$ cat config.mk
export PLATFORM = sky130hd
export DESIGN_NAME = hazard_forward_unit
export DESIGN_NICKNAME = d
export VERILOG_FILES = /design/src/rtl/hazard_forward_unit.sv
export SDC_FILE = /design/constraint.sdc
export NUM_CORES = 1
export LEC_CHECK = 0
export CAP_MARGIN = 30
export CORE_UTILIZATION = 44
export DETAILED_ROUTE_END_ITERATION = 6
export GPL_TIMING_DRIVEN = 1
export PLACE_DENSITY_LB_ADDON = 0.1
export REMOVE_ABC_BUFFERS = 1
export SYNTH_ARGS = -nofsm -noshare
export SYNTH_HDL_FRONTEND = slang
export SYNTH_SLANG_ARGS = --single-unit
export TNS_END_PERCENT = 10
$ cat constraint.sdc
create_clock -name Clk -period 2.6 [get_ports Clk]
set_input_delay 0.26 -clock Clk [delete_from_list [all_inputs] [get_ports Clk]]
set_output_delay 0.26 -clock Clk [all_outputs]
set_load 0.01 [all_outputs]
$ cat src/rtl/hazard_forward_unit.sv
// Forwarding, bypass and stall control beside the ID/EX pipeline registers, with a multi-cycle
// scoreboard. Define HAZ_PERF_CNT_EN to add the saturating StallCount performance counter.
module hazard_forward_unit #(
    parameter int AW         = 5,
    parameter int NUM_STAGES = 2,
    parameter int MC_LATENCY = 4,
    parameter int CNT_W      = 32,
    localparam int SEL_W     = $clog2(NUM_STAGES + 1)
) (
    input  logic                     Clk,
    input  logic                     Rst,
    input  logic [AW-1:0]            Rs_ID,
    input  logic [AW-1:0]            Rt_ID,
    input  logic [AW-1:0]            Rs_EX,
    input  logic [AW-1:0]            Rt_EX,
    input  logic [NUM_STAGES*AW-1:0] WriteRegAddress_P,
    input  logic [NUM_STAGES-1:0]    RegWrite_P,
    input  logic                     MemRead_EX,
    input  logic [AW-1:0]            WriteRegAddress_EX,
    input  logic                     MC_Op_ID,
    input  logic                     MC_Start,
    input  logic [AW-1:0]            MC_Dest,
    input  logic                     MC_Abort,
    output logic [SEL_W-1:0]         ReadData1Sel_EX,
    output logic [SEL_W-1:0]         ReadData2Sel_EX,
    output logic                     ReadData1Sel_ID,
    output logic                     ReadData2Sel_ID,
    output logic                     Stall_ID,
`ifdef HAZ_PERF_CNT_EN
    output logic [CNT_W-1:0]         StallCount,
`endif
    output logic                     MC_Busy,
    output logic                     MC_Done
);

    localparam int MCW = $clog2(MC_LATENCY);
    localparam int WB  = NUM_STAGES - 1;

    typedef enum logic {
        S_IDLE = 1'b0,
        S_BUSY = 1'b1
    } state_t;

    state_t          state_q, state_d;
    logic [MCW-1:0]  cnt_q, cnt_d;
    logic [AW-1:0]   dest_q, dest_d;

    logic            load_use;
    logic            mc_dep;
    logic            mc_stall;

    // Stages are scanned oldest-first so the youngest matching producer overwrites the select.
    always_comb begin
        ReadData1Sel_EX = '0;
        ReadData2Sel_EX = '0;
        for (int k = NUM_STAGES - 1; k >= 0; k--) begin
            if (RegWrite_P[k] && (Rs_EX != '0) && (WriteRegAddress_P[k*AW +: AW] == Rs_EX))
                ReadData1Sel_EX = SEL_W'(k + 1);
            if (RegWrite_P[k] && (Rt_EX != '0) && (WriteRegAddress_P[k*AW +: AW] == Rt_EX))
                ReadData2Sel_EX = SEL_W'(k + 1);
        end
    end

    always_comb begin
        ReadData1Sel_ID = RegWrite_P[WB] && (Rs_ID != '0) && (WriteRegAddress_P[WB*AW +: AW] == Rs_ID);
        ReadData2Sel_ID = RegWrite_P[WB] && (Rt_ID != '0) && (WriteRegAddress_P[WB*AW +: AW] == Rt_ID);
    end

    always_comb begin
        load_use = MemRead_EX && (WriteRegAddress_EX != '0) &&
                   ((Rs_ID == WriteRegAddress_EX) || (Rt_ID == WriteRegAddress_EX));
    end

    always_comb begin
        state_d = state_q;
        cnt_d   = cnt_q;
        dest_d  = dest_q;
        MC_Done = 1'b0;
        if (MC_Abort) begin
            state_d = S_IDLE;
            cnt_d   = '0;
        end else begin
            case (state_q)
                S_IDLE: begin
                    if (MC_Start) begin
                        state_d = S_BUSY;
                        cnt_d   = MCW'(MC_LATENCY - 1);
                        dest_d  = MC_Dest;
                    end
                end
                S_BUSY: begin
                    if (cnt_q == '0) begin
                        state_d = S_IDLE;
                        MC_Done = 1'b1;
                    end else begin
                        cnt_d = cnt_q - 1'b1;
                    end
                end
                default: begin
                    state_d = S_IDLE;
                    cnt_d   = '0;
                end
            endcase
        end
    end

    always_ff @(posedge Clk or posedge Rst) begin
        if (Rst) begin
            state_q <= S_IDLE;
            cnt_q   <= '0;
            dest_q  <= '0;
        end else begin
            state_q <= state_d;
            cnt_q   <= cnt_d;
            dest_q  <= dest_d;
        end
    end

    assign MC_Busy = (state_q == S_BUSY);

    // The start-cycle term lets a dependent instruction stall before the scoreboard has latched.
    always_comb begin
        mc_dep = MC_Op_ID ||
                 (MC_Busy && (dest_q != '0) && ((Rs_ID == dest_q) || (Rt_ID == dest_q))) ||
                 (MC_Start && (MC_Dest != '0) && ((Rs_ID == MC_Dest) || (Rt_ID == MC_Dest)));
        mc_stall = (MC_Busy || MC_Start) && mc_dep;
    end

    assign Stall_ID = load_use || mc_stall;

`ifdef HAZ_PERF_CNT_EN
    logic [CNT_W-1:0] stall_cnt_q, stall_cnt_d;

    always_comb begin
        stall_cnt_d = stall_cnt_q;
        if (Stall_ID && (stall_cnt_q != '1))
            stall_cnt_d = stall_cnt_q + 1'b1;
    end

    always_ff @(posedge Clk or posedge Rst) begin
        if (Rst)
            stall_cnt_q <= '0;
        else
            stall_cnt_q <= stall_cnt_d;
    end

    assign StallCount = stall_cnt_q;
`endif

endmodule

==> metrics.md <==
| Metric | Value |
|---|---|
| Die Height | 54.1 µm |
| I/O Buffers | 56 |
| Avg WL per Cell | between 10 and 15 µm |
| CP Launch Type | primary input |
| Max-cap violation count | 0 |
| Period utilization | 96.2% |
| Number of buffers created by CTS | 3 |
| H-tree Lvls | 1 |
| DR pass1 iterations | 4 |
| WL final | between 3000 and 4000 µm |
| EDFF count, synth | 0 |
| Largest net degree at the start of global routing | 9 |
| Post-synth design cell area | approximately 1200 µm² |
| Sequential area share after synthesis | around 17% |
| Required time of the critical path | between 2 and 2.5 ns |
| # fillers | between 150 and 200 |
| Final Cell Area | 1860 µm² |
| DRT antenna net count | 0 |
| Sequential group share of total power | between 30% and 40% |
| Max clock buf depth | 2 |
| Tot GR Track Use | 24.2% |
| Post-synth cell types | 25 |
| Internal power | about 0.00038 W |
| Initial Utilization | between 40% and 50% |
| Yosys warns | 0 |
| Via/cell ratio | 5.37 |
| Share of post-route cells with drive strength above 1 | between 10 and 15% |
| Crit Path Category | in -> out |
| Grt ovf | 0 |
| Largest family of logic cells by synthesized area | XOR/XNOR gates |
| Commonest cells post-synth | 36 x xnor2_1, 22 x xor2_1, 11 x clkbuf_1 |
| Final Hold Vio Count | 0 |
| Simple-gate share of the synthesized area | around 25% |
| Die area | around 2900 µm² |
| Cell taking the most area after synthesis | xnor2_1 |
| Post-synthesis compound-gate area fraction | about 5.4% |
| I/O pin cnt | between 50 and 60 |
| P&R area growth vs syn | 55.9% |
| Tightest Hold Check Type | in -> async |
| Most common cell in the netlist | xnor2_1 |
| RSZ-0062 raised after global routing | no |
| Clock Power Share | 15.4% |
| DP Area | 1830 µm² |
| Initial DRC count | 20 |
| Slew at the pin closest to its max-slew limit | about 0.71 ns |
| Core ar. | 2520 µm² |
| Ant. Diodes | 0 |
| Synthesized flop and latch total | 8 |
| Outcome | finished clean |
| Critical Path Fanout Max | 2 |
| Adder-cell share of the synthesized area | around 1.0% |
| Clock-pin slew on the worst setup and hold paths | roughly 0.050 ns |
| Rows | 18 |
| Post-synthesis async set-or-reset flop share | 100% |
| Slew Limit Fails | 0 |
| TNS Setup | 0 ns |
| DRC | 0 |
| Worst EP arrival | 2.24 ns |
| Slew Limit Headroom | 52.5% |
| Vias in the first global route | between 1000 and 1500 |
| Synth top area share | approximately a quarter |
| Nets@finish | 250 |
| Initial antenna violation count | 0 |
| RePlAce Congestion | between 0.7 and 0.8 |
| Crit. End Element | output port |
| Fmax | roughly 400 MHz |
| Hold-fix buffers, CTS | 0 |
| DIE WIDTH | between 50 and 60 µm |
| # setup viols final | 0 |
| Leak | 0.690 nW |
| Tot Pwr | around 0.00056 W |
| Xor-xnor portion of the synthesized cell area | a little over two fifths |
| Ys flop type | dfrtp_1 |
| NetSw | 0.000186 W |
| Post-DP HPWL | ~2800 µm |
| Via count | about 1200 |
| CTS tree | yes |
| Synth top area cells | xnor2_1 26%, dfrtp_1 17%, xor2_1 16% |
| Setup Buffers After CTS | 0 |
| Mux contribution to synthesized area | 4.72% |
| Setup ws final | 0.0999 ns |
| Clock skew | 0.00496 ns |
| Post-synthesis instance total | 140 |
| Switching portion of total power | about a third |
| Min Clock Period, post-route | 2.50 ns |
| Clock sink count | 8 |
| Place WS | roughly 0.067 ns |
| Pwr dens | slightly above 300 nW/µm² |
| Clk root buf | clkbuf_4 |
| Comb pwr share | between 50% and 60% |
| Global-route wire length before repair | 5110 µm |
| Peak VDD IR | ~0.37 mV |
| Worst-Skew Late Latency | around 0.24 ns |
| Avg Cell Area, Syn | roughly 8.5 µm² |
==> worst paths after layout <==
kind                       cells past startpoint               endpoint  slack [ns]            startpoint
setup / recovery                               6     ReadData1Sel_EX[1]         0.1              Rs_EX[1]
hold / removal                                 2  dest_q[1]$_DFFE_PP0P_        0.24                   Rst
setup reg to reg                               2  dest_q[0]$_DFFE_PP0P_        1.03     MC_Busy$_DFF_PP0_
hold reg to reg                                1   cnt_q[0]$_DFFE_PP0P_        0.50  cnt_q[0]$_DFFE_PP0P_
max in group asynchronous                      2      MC_Busy$_DFF_PP0_        2.14                   Rst
min in group Clk                               1   cnt_q[0]$_DFFE_PP0P_        0.50  cnt_q[0]$_DFFE_PP0P_
==> critical path: stages <==
cell and delay (ns):
clkdlybuf4s50_1 0.42, or4_4 0.55, nor2_4 0.12, nor4_2 0.07
nor4_2 0.25, clkdlybuf4s50_1 0.57
==> metrics by stage <==
stage / cells / hold WS [ns] / util (%)
after floorplan: 129 / 0.0757 / -
after global placement: 226 / 0.483 / 72.6
after detailed placement: 226 / 0.500 / 72.6
after CTS: 229 / 0.241 / 73.5
after global routing: 229 / 0.294 / 73.7
final: 229 / 0.244 / 73.7
==> cell usage in the layout, fill, tap and decap left out, types with 3 or more instances in the layout <==
| cell | netlist | final |
|---|---|---|
| nand4_1 | 5 | 5 |
| xnor2_1 | 36 | 36 |
| nor4_1 | 4 | 4 |
| clkdlybuf4s50_1 | 0 | 54 |
| nand3_1 | 6 | 6 |
| o221ai_1 | 3 | 3 |
| mux2_2 | 5 | 5 |
| clkbuf_4 | 0 | 3 |
| buf_4 | 0 | 11 |
| inv_1 | 3 | 3 |
| xor2_1 | 22 | 22 |
| nor4_2 | 4 | 4 |
| nor3_1 | 8 | 8 |
| dfrtp_1 | 8 | 8 |
| nand2_1 | 3 | 3 |
| nor2_1 | 3 | 3 |
| or4_1 | 3 | 3 |
==> power by group through the flow <==
stage          Sequential (W)  Clock [W]  Combinational [W]
2_1_floorplan        0.000169          0           0.000148
3_5_place_dp         0.000176          0           0.000303
3_3_place_gp         0.000173          0           0.000296
4_1_cts              0.000173  0.0000930           0.000305
5_1_grt              0.000177  0.0000987           0.000331
6_report             0.000173  0.0000867           0.000304
==> final cells by class <==
cell class                      count  area [µm²]  area share (%)
Inverter                            3        11.3           0.606
Timing Repair Buffer               67         648            34.9
Multi-Input combinational cell    118         940            50.5
Clock buffer                        3        22.5            1.21
Tap cell                           30        37.5            2.02
Sequential cell                     8         200            10.8
==> routing by layer <==
layer	GRT usage, %	wire length (µm)	vias up
met5	0	0	-
met4	9.40	44	0
met3	2.54	213	4
met2	42.0	1660	41
met1	30.5	1510	576
li1	-	-	608
==> state kept, by name, indices dropped and copies added, names as in the netlist <==
register	count
MC_Busy	1
cnt_q	2
dest_q	5
==> cell families (layout without fill, tap and decap cells) <==
group           count (synthesis)  after routing
compound gates                  9              9
xor+xnor                       58             58
mux                             5              5
flops                           8              8
fa+ha+maj                       1              1
simple gates                   45             45
buf+inv                        14             73
==> what timing repair did <==
action,in CTS,in global routing
hold endpoints to repair,0,0
endpoints found under the setup margin,0,2
gates resized for setup,0,2
Note: power is estimated with default switching activity, not from simulation.
==> RTL edit: new RTL, same flow settings <==
Build with the macro `HAZ_PERF_CNT_EN` defined.
--- a/src/rtl/hazard_forward_unit.sv
+++ b/src/rtl/hazard_forward_unit.sv
@@ -1,4 +1,6 @@
 // Forwarding, bypass and stall control beside the ID/EX pipeline registers, with a multi-cycle
 // scoreboard. Define HAZ_PERF_CNT_EN to add the saturating StallCount performance counter.
+`define HAZ_PERF_CNT_EN
+
 module hazard_forward_unit #(
     parameter int AW         = 5,
Function (old outputs only; new: StallCount): kept (Yosys induction, for registers that start in step).
==> RTL edit against the unedited design <==
  * Power rose to 3.6 times the old value
  * Sequential cell count rose by 32
  * Count of clock-buffer cells in the layout rose by 3
  * Synthesized area rose by 140%
  * Routed wire length rose by 120%
  * Worst setup slack got worse by 78 ps
  * Core utilization fell by 7.1 points
  * Cell area rose by 120%
==> RTL edit: results <==
[outcome]
status = finished clean

[yosys]
synthDistinctLibCells = 44
synth_compound_area_frac = 0.0215
synth_area_leaders = dfrtp_1 35%, xor2_1 16%, xnor2_1 11%
synth-seq-cells = 40
syn_area_per_cell_um2 = 9.51
synth_mux_area_frac = 0.0289
synth_common_cells = 52 x xor2_1, 40 x dfrtp_1, 37 x xnor2_1
seq_area_frac_synth = 0.351
synth_adder_area_share = 0.00877

[pwr]
ir_drop_v = 0.000461
power.leakage_uw = 0.00173

[finish]
num-fill-cells = 522
nNonClkInverters = 4
largest_reg_flops = 32
seq_share = 0.246
multi_input_area_share = 0.429
bufAreaShareNonClock = 0.279
clk_share = 0.0191
nClkBuffers = 6
multi_input_gates = 237

[sta]
setup_ws_ps = 21.6

[setup_path]
r2r_setup_slack_ps = 240
worstRegToRegCells = 6
worstPathArrival_ps = 2320
max_stage_delay_ps = 530
crit_fanout = 3
worstReg2RegStart = StallCount[14]
r2r_end = StallCount[1]
crit_path_top_delay_cell = or4_1

[placement]
post-place-ws_ps = -94.3
dpl.cell_count = 472
gp_congestion = 0.825
io_buffers = 88
place_area_um2 = 3960

[routing]
wl_met3_um = 350
wl_per_cell_um = 15.5
met1Wirelength_um = 3540
met2_length_um = 3480

[global_route]
use_met1 = 0.309
use_met3 = 0.0495
grt_pass1_wl_um = 12100
use_met2 = 0.388

[floorplan]
num_rows = 28

[clock_tree]
root_buffer = clkbuf_8
-- RTL edit: cell count changes after synthesis, sizes merged, moves of 3 or more --
cell and delta:
nor2 +13, dfrtp +32, buf +16, xor2 +30
nand3 +8, nor4 +10, nand2 +16, or4 +4
nor3 +13, nand4 +7, clkbuf -8, and4 +3
-- RTL edit: timing repair --
action / 4_1_cts / 5_1_grt
gates cloned: 0 / 0
pin swaps: 0 / 1
endpoints found under the setup margin: 1 / 5
gates resized for setup: 2 / 9
-- RTL edit: power by group --
part           internal [µW]  switching [µW]  total (µW)  leakage (µW)
Combinational            434             316         750       0.00118
Sequential               729             141         870      0.000505
Clock                    183             207         389     0.0000410
Total                   1350             663        2010       0.00173
-- RTL edit: worst max path at each step --
stage,startpoint,endpoint,cells past startpoint
floorplan,dest_q[0],StallCount[24],5
global placement,Rs_ID[0],StallCount[24],9
detailed placement,Rs_ID[0],StallCount[24],9
CTS,Rs_ID[3],Stall_ID,8
global route,MC_Dest[1],Stall_ID,8
finish,WriteRegAddress_EX[2],Stall_ID,6
